### config.mk
export PLATFORM = sky130hd
export DESIGN_NAME = ocra1_dac_spi
export DESIGN_NICKNAME = d
export VERILOG_FILES = /design/src/rtl/ocra_grad_pkg.sv /design/src/rtl/ocra1_sclk_div.sv /design/src/rtl/ocra1_dac_spi.sv
export SDC_FILE = /design/constraint.sdc
export NUM_CORES = 1
export LEC_CHECK = 0
export CAP_MARGIN = 0
export CORE_MARGIN = 2
export CORE_UTILIZATION = 35
export DETAILED_ROUTE_END_ITERATION = 10
export SYNTH_ARGS = -nofsm -noshare
export SYNTH_HDL_FRONTEND = slang
export SYNTH_SLANG_ARGS = --single-unit
### constraint.sdc
create_clock -name clk -period 4.55 [get_ports clk]
set_clock_uncertainty 0.05 [all_clocks]
set_input_delay 1.365 -clock clk [delete_from_list [all_inputs] [get_ports clk]]
set_output_delay 1.365 -clock clk [all_outputs]
set_load 0.02 [all_outputs]
### src/rtl/ocra_grad_pkg.sv
// Shared constants and state encoding for the OCRA1 gradient DAC serial link.
package ocra_grad_pkg;

  localparam int unsigned DacWidth = 24;
  localparam int unsigned NumCh    = 4;
  localparam int unsigned BitCntW  = 5;
  localparam int unsigned PhaseW   = 8;

  typedef enum logic [1:0] {
    StIdle  = 2'd0,
    StShift = 2'd1,
    StGap   = 2'd2,
    StLdac  = 2'd3
  } dac_state_e;

endpackage

### src/rtl/ocra1_sclk_div.sv
// Half-period divider: tick_o marks the last clk cycle of each SCLK half-period.
module ocra1_sclk_div
  import ocra_grad_pkg::*;
#(
  parameter int unsigned SCLK_DIV = 2
) (
  input  logic clk,
  input  logic rst,
  input  logic restart_i,
  input  logic en_i,
  output logic tick_o
);

  localparam logic [PhaseW-1:0] LastPhase = PhaseW'(SCLK_DIV - 1);

  logic [PhaseW-1:0] phase_q, phase_d;

  assign tick_o = en_i && !restart_i && (phase_q == LastPhase);

  // Count 0..SCLK_DIV-1; restart realigns the phase to a new frame.
  always_comb begin
    phase_d = phase_q;
    if (restart_i) begin
      phase_d = '0;
    end else if (en_i) begin
      phase_d = tick_o ? '0 : phase_q + PhaseW'(1);
    end
  end

  // Phase register.
  always_ff @(posedge clk or posedge rst) begin
    if (rst) begin
      phase_q <= '0;
    end else begin
      phase_q <= phase_d;
    end
  end

endmodule

### src/rtl/ocra1_dac_spi.sv
// Four-channel DAC serialiser: shared SCLK/SYNCn/LDACn, one data line per channel.
module ocra1_dac_spi
  import ocra_grad_pkg::*;
#(
  parameter int unsigned SCLK_DIV = 2,
  parameter int unsigned LDAC_EN  = 1
) (
  input  logic                clk,
  input  logic                rst,
  input  logic [DacWidth-1:0] dac0_i,
  input  logic [DacWidth-1:0] dac1_i,
  input  logic [DacWidth-1:0] dac2_i,
  input  logic [DacWidth-1:0] dac3_i,
  input  logic                valid_i,
  input  logic                clear_i,
  output logic                busy_o,
  output logic                overflow_o,
  output logic                sclk_o,
  output logic                syncn_o,
  output logic                ldacn_o,
  output logic [NumCh-1:0]    sdo_o
);

  dac_state_e state_q, state_d;

  logic [NumCh-1:0][DacWidth-1:0] shreg_q, shreg_d;
  logic [BitCntW-1:0]             bit_cnt_q, bit_cnt_d;
  // 0: SCLK-high half of the current bit, 1: SCLK-low half.
  logic                           half_q, half_d;
  logic                           ovf_q, ovf_d;
  logic                           accept;
  logic                           tick;
  logic                           bit_done;

  assign accept   = valid_i && (state_q == StIdle);
  assign bit_done = tick && half_q;

  ocra1_sclk_div #(
    .SCLK_DIV (SCLK_DIV)
  ) u_sclk_div (
    .clk       (clk),
    .rst       (rst),
    .restart_i (accept),
    .en_i      (state_q != StIdle),
    .tick_o    (tick)
  );

  // State register.
  always_ff @(posedge clk or posedge rst) begin
    if (rst) begin
      state_q <= StIdle;
    end else begin
      state_q <= state_d;
    end
  end

  // Next-state logic; every non-idle state advances on a divider tick.
  always_comb begin
    state_d = state_q;
    unique case (state_q)
      StIdle:  if (accept) state_d = StShift;
      StShift: if (bit_done && (bit_cnt_q == '0)) state_d = StGap;
      StGap:   if (tick) state_d = (LDAC_EN != 0) ? StLdac : StIdle;
      StLdac:  if (tick) state_d = StIdle;
      default: state_d = StIdle;
    endcase
  end

  // Outputs decoded from registered state so they move one cycle after accept.
  always_comb begin
    busy_o     = (state_q != StIdle);
    syncn_o    = (state_q != StShift);
    ldacn_o    = (state_q != StLdac);
    sclk_o     = !((state_q == StShift) && half_q);
    overflow_o = ovf_q;
    for (int ch = 0; ch < NumCh; ch++) begin
      sdo_o[ch] = (state_q == StShift) ? shreg_q[ch][DacWidth-1] : 1'b0;
    end
  end

  // Shift datapath: load on accept, advance one bit at the end of each SCLK-low half.
  always_comb begin
    shreg_d   = shreg_q;
    bit_cnt_d = bit_cnt_q;
    half_d    = half_q;
    if (accept) begin
      shreg_d[0] = dac0_i;
      shreg_d[1] = dac1_i;
      shreg_d[2] = dac2_i;
      shreg_d[3] = dac3_i;
      bit_cnt_d  = BitCntW'(DacWidth - 1);
      half_d     = 1'b0;
    end else if ((state_q == StShift) && tick) begin
      if (!half_q) begin
        half_d = 1'b1;
      end else begin
        half_d = 1'b0;
        // Bit 0 is final: counter holds rather than wrapping.
        if (bit_cnt_q != '0) begin
          bit_cnt_d = bit_cnt_q - BitCntW'(1);
          for (int ch = 0; ch < NumCh; ch++) begin
            shreg_d[ch] = {shreg_q[ch][DacWidth-2:0], 1'b0};
          end
        end
      end
    end
  end

  // Sticky overflow: a strobe while busy sets it and beats a same-cycle clear.
  always_comb begin
    ovf_d = ovf_q;
    if (valid_i && (state_q != StIdle)) begin
      ovf_d = 1'b1;
    end else if (clear_i) begin
      ovf_d = 1'b0;
    end
  end

  // Datapath and flag registers.
  always_ff @(posedge clk or posedge rst) begin
    if (rst) begin
      shreg_q   <= '0;
      bit_cnt_q <= '0;
      half_q    <= 1'b0;
      ovf_q     <= 1'b0;
    end else begin
      shreg_q   <= shreg_d;
      bit_cnt_q <= bit_cnt_d;
      half_q    <= half_d;
      ovf_q     <= ovf_d;
    end
  end

endmodule
==> metrics.yaml, run 1 <==
status: "complete, no violations"
arrival_ns: 2.10
setup_violations: 0
post-route-period-util: 0.773
vias: 3854
antennaDiodeCount: 0
crit_end: "sdo_o[2]"
ys_warn_count: 0
clk_pin_slew_ns: 0.05
synth_top_cell_by_area: "dfrtp_1"
die_h_um: 127
drc: 0
rows: 44
synthTopCellsByCount: "dfrtp_1, nand2b_1, o221a_2"
ctsHoldBuffers: 0
path_max_fanout: 9
maxCapViolCount: 0
first_global_vias: 4020
setup-tns-final_ns: 0
wire_per_inst_um: 16.5
coreArea_mm2: 0.0146
min_period_ns: 3.52
io_buffers: 108
cts_sinks: 113
finalNonFillerCells: 733
grt_pass1_wl_um: 20200
fin_ws_ns: 1.03
p_leak_nw: 2.96
cts-root-buf: "clkbuf_16"
post-synth-top-count-cell: "dfrtp_1"
numCtsBuffers: 17
grt_use_total: 0.157
hpwl_um: 7640
clk_latency_ns: 0.40
startpoint: "state_q[1]"
cts_resized: 0
io_pins: 109
peakVddDrop_uv: 286
synthArstFlopShare: 1.00
syn-cell-area_mm2: 0.00525
synth.area.top_cells: "dfrtp_1, o221a_2, nand2b_1"
h-tree-depth: 4
cp.required_ns: 3.13
yosysTopAreaCellShare: 0.538
cp-start-kind: "flip-flop"
r2r-end: "shreg_q[88]"
antenna_found_initial: 0
critical_path.cell_chain: "inv_1 -> ha_1 -> and2_1 -> clkdlybuf4s50_1"
drt_first_pass_iters: 7
clockBufferDepth: 2
max_freq_ghz: 0.284
hold_violations: 0
dpl-instance-area_mm2: 0.00649
ys.flop_type: "dfrtp_1"
final_util: 0.485
ys_seq_elements: 113
yosysSeqAreaShare: 0.538
final_antenna_net_count: 0
holdCritPathClass: "reg -> reg"
reg2reg_setup_slack_ns: 1.66
die_x_um: 127
place_congestion: 0.746
drive_gt1_frac: 0.239
synth_cells: 438
hold_path_depth: 1
cts_tree: "yes"
post-place-ws_ns: 1.07
power.density_mw_per_mm2: 345
synth.net_count: 546
rsz0062_at_grt: "no"
syn2layout_area_growth_pct: 34.8
synth_edf_count: 0
max_slew.worst_pin.slew_ns: 0.985
critPathSlowestCell: "clkdlybuf4s50_1"
drt_iter0_drc: 350
reg2reg_from: "state_q[1]"
power_mw: 2.44
post_cts_buffers: 0
grt_max_degree: 93
criticalPathCategory: "reg -> out"
synth_cell_type_count: 38
maxSlewViolCount: 0
placedCellCount: 702
start_util: 0.360
endpoint_kind: "output port"
final_nets: 645
whs_ns: 0.454
grt_overflow: 0
routed_wl_um: 12100
slew_headroom: 0.343
ff2ff_path_depth: 6
dieArea_mm2: 0.0160
avgSynthCellArea_um2: 12.0
via_per_inst: 5.26
cp_slowest_stage_delay_ns: 0.63
final_area_mm2: 0.00708
==> cells by family (layout without fill, tap and decap cells) <==
family | count (synthesis) | count (layout) | share of synthesized area
adders and majority gates | 8 | 8 | 0.0191
AOI/OAI and AO/OA | 117 | 117 | 0.226
buffers and inverters | 44 | 155 | 0.0364
xor gates and xnor gates | 5 | 5 | 0.00834
DFF | 113 | 113 | 0.538
muxes | 2 | 2 | 0.00405
and+or+nand+nor | 149 | 149 | 0.168
==> per-layer routing <==
metal	share of wire	vias to the layer above	global-route usage
li1	-	1836	-
met3	0.050	7	0.0456
met2	0.45	102	0.235
met5	0	-	0
met4	0.0094	0	0.0459
met1	0.49	1909	0.223
==> worst max-delay path: cells and delay by family (launching register included) <==
kind                     cells  cell delay, ns
AND/OR/NAND/NOR              1            0.19
buffers and inverters        2            0.75
adder cells (fa/ha/maj)      1            0.36
flip-flops                   1            0.41
==> registers in the layout (all words and copies together), names as in the netlist <==
signal	flops
bit_cnt_q	5
half_q	1
shreg_q	96
overflow_o	1
state_q	2
u_sclk_div.phase_q	8
==> worst min-delay path by stage <==
stage	start	to	slack, ns
after floorplan	shreg_q[20]	shreg_q[21]	0.45
after global placement	overflow_o	overflow_o	0.45
after detailed placement	overflow_o	overflow_o	0.45
after CTS	overflow_o	overflow_o	0.46
after global routing	overflow_o	overflow_o	0.48
final	overflow_o	overflow_o	0.45
==> cells in the final DEF (no fill, tap or decap), drive strengths merged, types with 2 or more instances in the layout <==
cell type,count
o21a,3
nand2b,91
nand2,23
bufinv,3
nor3,5
inv,11
and2,5
nand3,5
clkdlybuf4s50,108
clkinv,6
dfrtp,113
nor4b,3
o21ai,8
o211ai,5
o22ai,2
buf,5
ha,8
nor2,8
o221a,90
a211oi,2
xnor2,2
clkbuf,20
clkinvlp,2
xor2,3
and3,2
a21oi,3
==> area by class of cell <==
cell class	count	area, um2
Inverter	11	43.8
Fill cell	1281	7510
Tap cell	184	230
Timing Repair Buffer	113	1130
Multi-Input combinational cell	281	2260
Sequential cell	113	2830
Clock buffer	20	447
Clock inverter	11	139
==> power by group <==
part	leakage, nW	switching [mW]	internal (mW)
combinational	1.15	0.0335	0.0873
clock	0.285	0.449	0.867
sequential	1.52	0.000291	1.01
total	2.96	0.483	1.96
Power figures use the tool's default switching activity.
==> run 2: changes to the inputs <==
clock period = 2.9 ns   (was 4.55 ns; I/O delays follow)
==> run 2 against run 1 <==
  * Clock-buffer cell count rose by 8
  * Largest cell class unchanged
  * First-iteration DRC count down 15%
  * Wire length up 0.27%
  * Via count rose by 0.88%
  * Power rose by 54%
  * Critical path depth is the same
  * Cell area rose by 2.2%
  * Die area stayed put
  * Combinational power grew 57%
  * Hold slack improved by 0.012 ns
  * Flip-flop and latch count unchanged
==> metrics.yaml, run 2 (same netlist as run 1, synthesis figures left out) <==
rows: 44
maxSlewViolCount: 0
coreArea_mm2: 0.0146
r2r-end: "shreg_q[56]"
drt_iter0_drc: 299
post-route-period-util: 0.938
largest_register: "shreg_q"
hold_violations: 0
routed_wl_um: 12100
drc: 0
grt_overflow: 0
clockBufferDepth: 2
final_nets: 654
cp_slowest_stage_delay_ns: 0.60
largest_reg_flops: 96
fin_ws_ns: 0.181
setup_violations: 0
io_buffers: 108
antennaDiodeCount: 0
path_max_fanout: 9
grt_pass1_wl_um: 20300
cts-root-buf: "clkbuf_16"
max_freq_ghz: 0.368
max_slew.worst_pin.slew_ns: 0.585
reg2reg_setup_slack_ns: 0.45
critPathMostFrequentCell: "inv_1"
wire_per_inst_um: 16.3
setup-tns-final_ns: 0
die_h_um: 127
cp.required_ns: 1.98
grt_use_total: 0.159
holdCritPathClass: "reg -> reg"
vias: 3888
die_x_um: 127
dieArea_mm2: 0.0160
largestRegisters: "shreg_q (96), u_sclk_div.phase_q (8), bit_cnt_q (5)"
h-tree-depth: 4
clk_pin_slew_ns: 0.05
peakVddDrop_uv: 413
layout_common_cells: "dfrtp_1, clkdlybuf4s50_1, nand2b_1"
cts_tree: "yes"
cts_sinks: 113
via_per_inst: 5.23
cp_num_buf_inv: 3
numCtsBuffers: 17
ff2ff_path_depth: 7
critical_path.cell_chain: "inv_1 -> ha_4 -> inv_1 -> clkdlybuf4s50_1"
post-place-ws_ns: 0.317
criticalPathCategory: "reg -> out"
critPathTopFamily: "buffers and inverters"
hold_path_depth: 1
cp-start-kind: "flip-flop"
critPathSlowestCell: "clkdlybuf4s50_1"
reg2reg_from: "state_q[0]"
endpoint_kind: "output port"
drive_gt1_frac: 0.250
arrival_ns: 1.80
grt_max_degree: 66
clk_latency_ns: 0.40
place_congestion: 0.759
p_leak_nw: 3.09
mostFrequentLayoutCell: "dfrtp_1"
rsz0062_at_grt: "no"
maxCapViolCount: 0
power.density_mw_per_mm2: 521
ctsHoldBuffers: 0
hold_path_startpoint: "overflow_o"
status: "complete, no violations"
antenna_found_initial: 0
min_period_ns: 2.72
final_antenna_net_count: 0
start_util: 0.360
first_global_vias: 4013
drt_first_pass_iters: 4
hpwl_um: 8180
final_util: 0.496
slew_headroom: 0.605
syn2layout_area_growth_pct: 37.7
io_pins: 109
holdPathEnd: "overflow_o"
run 2: cell count changes in the layout (fill, tap and decap cells not counted), sizes merged:
cell and delta:
inv -1, dlymetal6s2s +5, clkinvlp -1, clkbuf +8
bufinv -2, clkinv -3, clkdlybuf4s50 -5, buf +9
run 2: routing by layer:
layer,track usage,routed length (um),vias up
met5,0,0,-
met4,0.0524,121,0
met3,0.0489,710,13
met2,0.231,5440,118
met1,0.226,5840,1904
li1,-,-,1853
run 2: layout make-up:
type | count | area (um2)
clock buffers | 28 | 537
clock inverters | 4 | 45.0
fillers | 1275 | 7360
inverters | 11 | 45.0
multi-input cells | 281 | 2270
flip-flops and latches | 113 | 2830
well taps | 184 | 230
repair buffers | 122 | 1270
run 2: worst reg2reg max path, cell delays in order, from the launching register on:
cell	delay, ns
dfrtp_1	0.41
inv_1	0.12
ha_1	0.23
buf_4	0.17
nand2b_1	0.16
nand4bb_4	0.46
buf_4	0.40
o221a_2	0.33
run 2: what timing repair did:
item	CTS	global route
setup endpoints to repair	5	5
setup buffers	0	0
resized for setup	2	5
hold endpoints to repair	0	0
run 2: report_power, final:
part	switching, mW	internal, mW	total, mW
logic	0.0525	0.138	0.190
clock network	0.663	1.33	2.00
registers	0.000530	1.58	1.58
total	0.716	3.05	3.77
run 2: how the worst max path moves through the flow:
stage	from	end	slack [ns]	depth (start not counted)
final	state_q[1]	syncn_o	0.18	4
after global routing	state_q[1]	syncn_o	0.07	4
after CTS	state_q[1]	sdo_o[3]	0.04	4
after detailed placement	state_q[1]	sdo_o[3]	0.32	4
after global placement	state_q[1]	sdo_o[1]	0.39	4
after floorplan	rst	bit_cnt_q[0]	0.61	1
run 2: metrics by stage:
stage                     power (mW)  cell area, um2  instances  hold slack, ns
final                           3.77            7230        743           0.466
after global routing            3.92            7230        743           0.505
after CTS                       3.82            7220        743           0.469
after detailed placement        1.80            6620        711           0.457
after global placement          1.80            6620        711           0.452
after floorplan                 1.65            5260        438           0.448
==> run 3: changes to the inputs <==
CORE_MARGIN = 3   (was 2)
==> run 3 against run 2 <==
  * Register-to-register slack barely moved
  * Critical path depth unchanged
  * Fmax fell by 0.78%
  * First-iteration DRC count is 24% higher
  * Sequential share of layout area hardly changed
  * Power grew 2.0%
  * Via count grew 0.44%
  * Combinational power grew 3%
  * Critical endpoint unchanged
  * Highest routed layer unchanged
==> metrics.yaml, run 3 (same netlist as run 1, synthesis figures left out) <==
hpwl_um: 8250
routed_wl_um: 12300
criticalPathCategory: "reg -> out"
setup_violations: 0
peakVddDrop_uv: 419
drc: 0
ctsHoldBuffers: 0
holdCritPathClass: "reg -> reg"
clk_pin_slew_ns: 0.05
power.density_mw_per_mm2: 531
cts_tree: "yes"
final_nets: 653
clk_latency_ns: 0.40
setup-tns-final_ns: 0
max_freq_ghz: 0.365
drt_first_pass_iters: 5
die_h_um: 129
io_pins: 109
cp.required_ns: 1.98
final_antenna_net_count: 0
wire_per_inst_um: 16.6
vias: 3905
endpoint_kind: "output port"
antenna_found_initial: 0
dieArea_mm2: 0.0165
cts-root-buf: "clkbuf_16"
maxSlewViolCount: 0
grt_overflow: 0
grt_pass1_wl_um: 20800
post_cts_buffers: 0
syn2layout_area_growth_pct: 37.8
coreArea_mm2: 0.0146
drt_iter0_drc: 370
post-route-period-util: 0.945
status: "complete, no violations"
via_per_inst: 5.26
fillers: 1293
grt_max_degree: 91
place_congestion: 0.742
largest_register: "shreg_q"
rsz0062_at_grt: "no"
die_x_um: 129
largest_reg_flops: 96
h-tree-depth: 4
largestRegisters: "shreg_q (96), u_sclk_div.phase_q (8), bit_cnt_q (5)"
start_util: 0.360
path_max_fanout: 9
mostFrequentLayoutCell: "dfrtp_1"
final_util: 0.496
hold_violations: 0
io_buffers: 108
drive_gt1_frac: 0.249
max_slew.worst_pin.slew_ns: 0.659
antennaDiodeCount: 0
arrival_ns: 1.82
grt_use_total: 0.159
maxCapViolCount: 0
rows: 44
p_leak_nw: 3.09
cts_sinks: 113
first_global_vias: 4080
slew_headroom: 0.555
min_period_ns: 2.74
cp-start-kind: "flip-flop"
layout_common_cells: "dfrtp_1, clkdlybuf4s50_1, nand2b_1"
numCtsBuffers: 17
clockBufferDepth: 2
## run 3: worst paths after layout
kind | depth (start not counted) | slack [ns] | endpoint | startpoint
worst max-delay path | 4 | 0.16 | syncn_o | state_q[1]
worst min-delay path | 1 | 0.46 | overflow_o | overflow_o
worst max register to register | 7 | 0.44 | shreg_q[18] | bit_cnt_q[0]
worst min register to register | 1 | 0.46 | overflow_o | overflow_o
max in group asynchronous | 3 | 1.43 | u_sclk_div.phase_q[7] | rst
min in group asynchronous | 2 | 0.81 | shreg_q[89] | rst
## run 3: what timing repair did
| action | in CTS | in global routing |
|---|---|---|
| endpoints found under the setup margin | 7 | 4 |
| gates resized for setup | 4 | 4 |
| hold endpoints to repair | 0 | 0 |
| gates cloned | 0 | 0 |
## run 3: critical path, stage by stage, from the launching register on
cell	delay, ns
dfrtp_1	0.39
inv_1	0.13
ha_4	0.22
inv_1	0.09
clkdlybuf4s50_1	0.61
## run 3: layout make-up
cell class                 count  area (um2)  share of cell area
clock buffer                  28         527              0.0728
clock inverter                 4        70.1             0.00968
inverter                      11        45.0             0.00622
multi-input combinational    281        2270               0.314
sequential                   113        2830               0.391
tap                          184         230              0.0318
timing repair buffer         121        1260               0.174
## run 3: where the power goes
part / switching, mW / internal (mW) / total [mW]
sequential: 0.000534 / 1.58 / 1.58
combinational: 0.0541 / 0.142 / 0.196
clock: 0.668 / 1.40 / 2.07
## run 3: routing by layer
layer	track usage	share of wire	vias up
met5	0	0	-
met4	0.0655	0.015	0
met3	0.0469	0.054	13
met2	0.236	0.45	108
met1	0.217	0.48	1930
li1	-	-	1854
## run 3: stage by stage
stage	power, mW	hold WS (ns)	std cells	cell area, um2	worst slack (ns)
floorplan	1.65	0.448	438	5260	0.609
global placement	1.80	0.455	710	6620	0.349
detailed placement	1.81	0.457	710	6620	0.270
CTS	3.89	0.469	742	7230	0.00568
global route	3.99	0.487	742	7240	0.0732
finish	3.84	0.465	742	7240	0.160
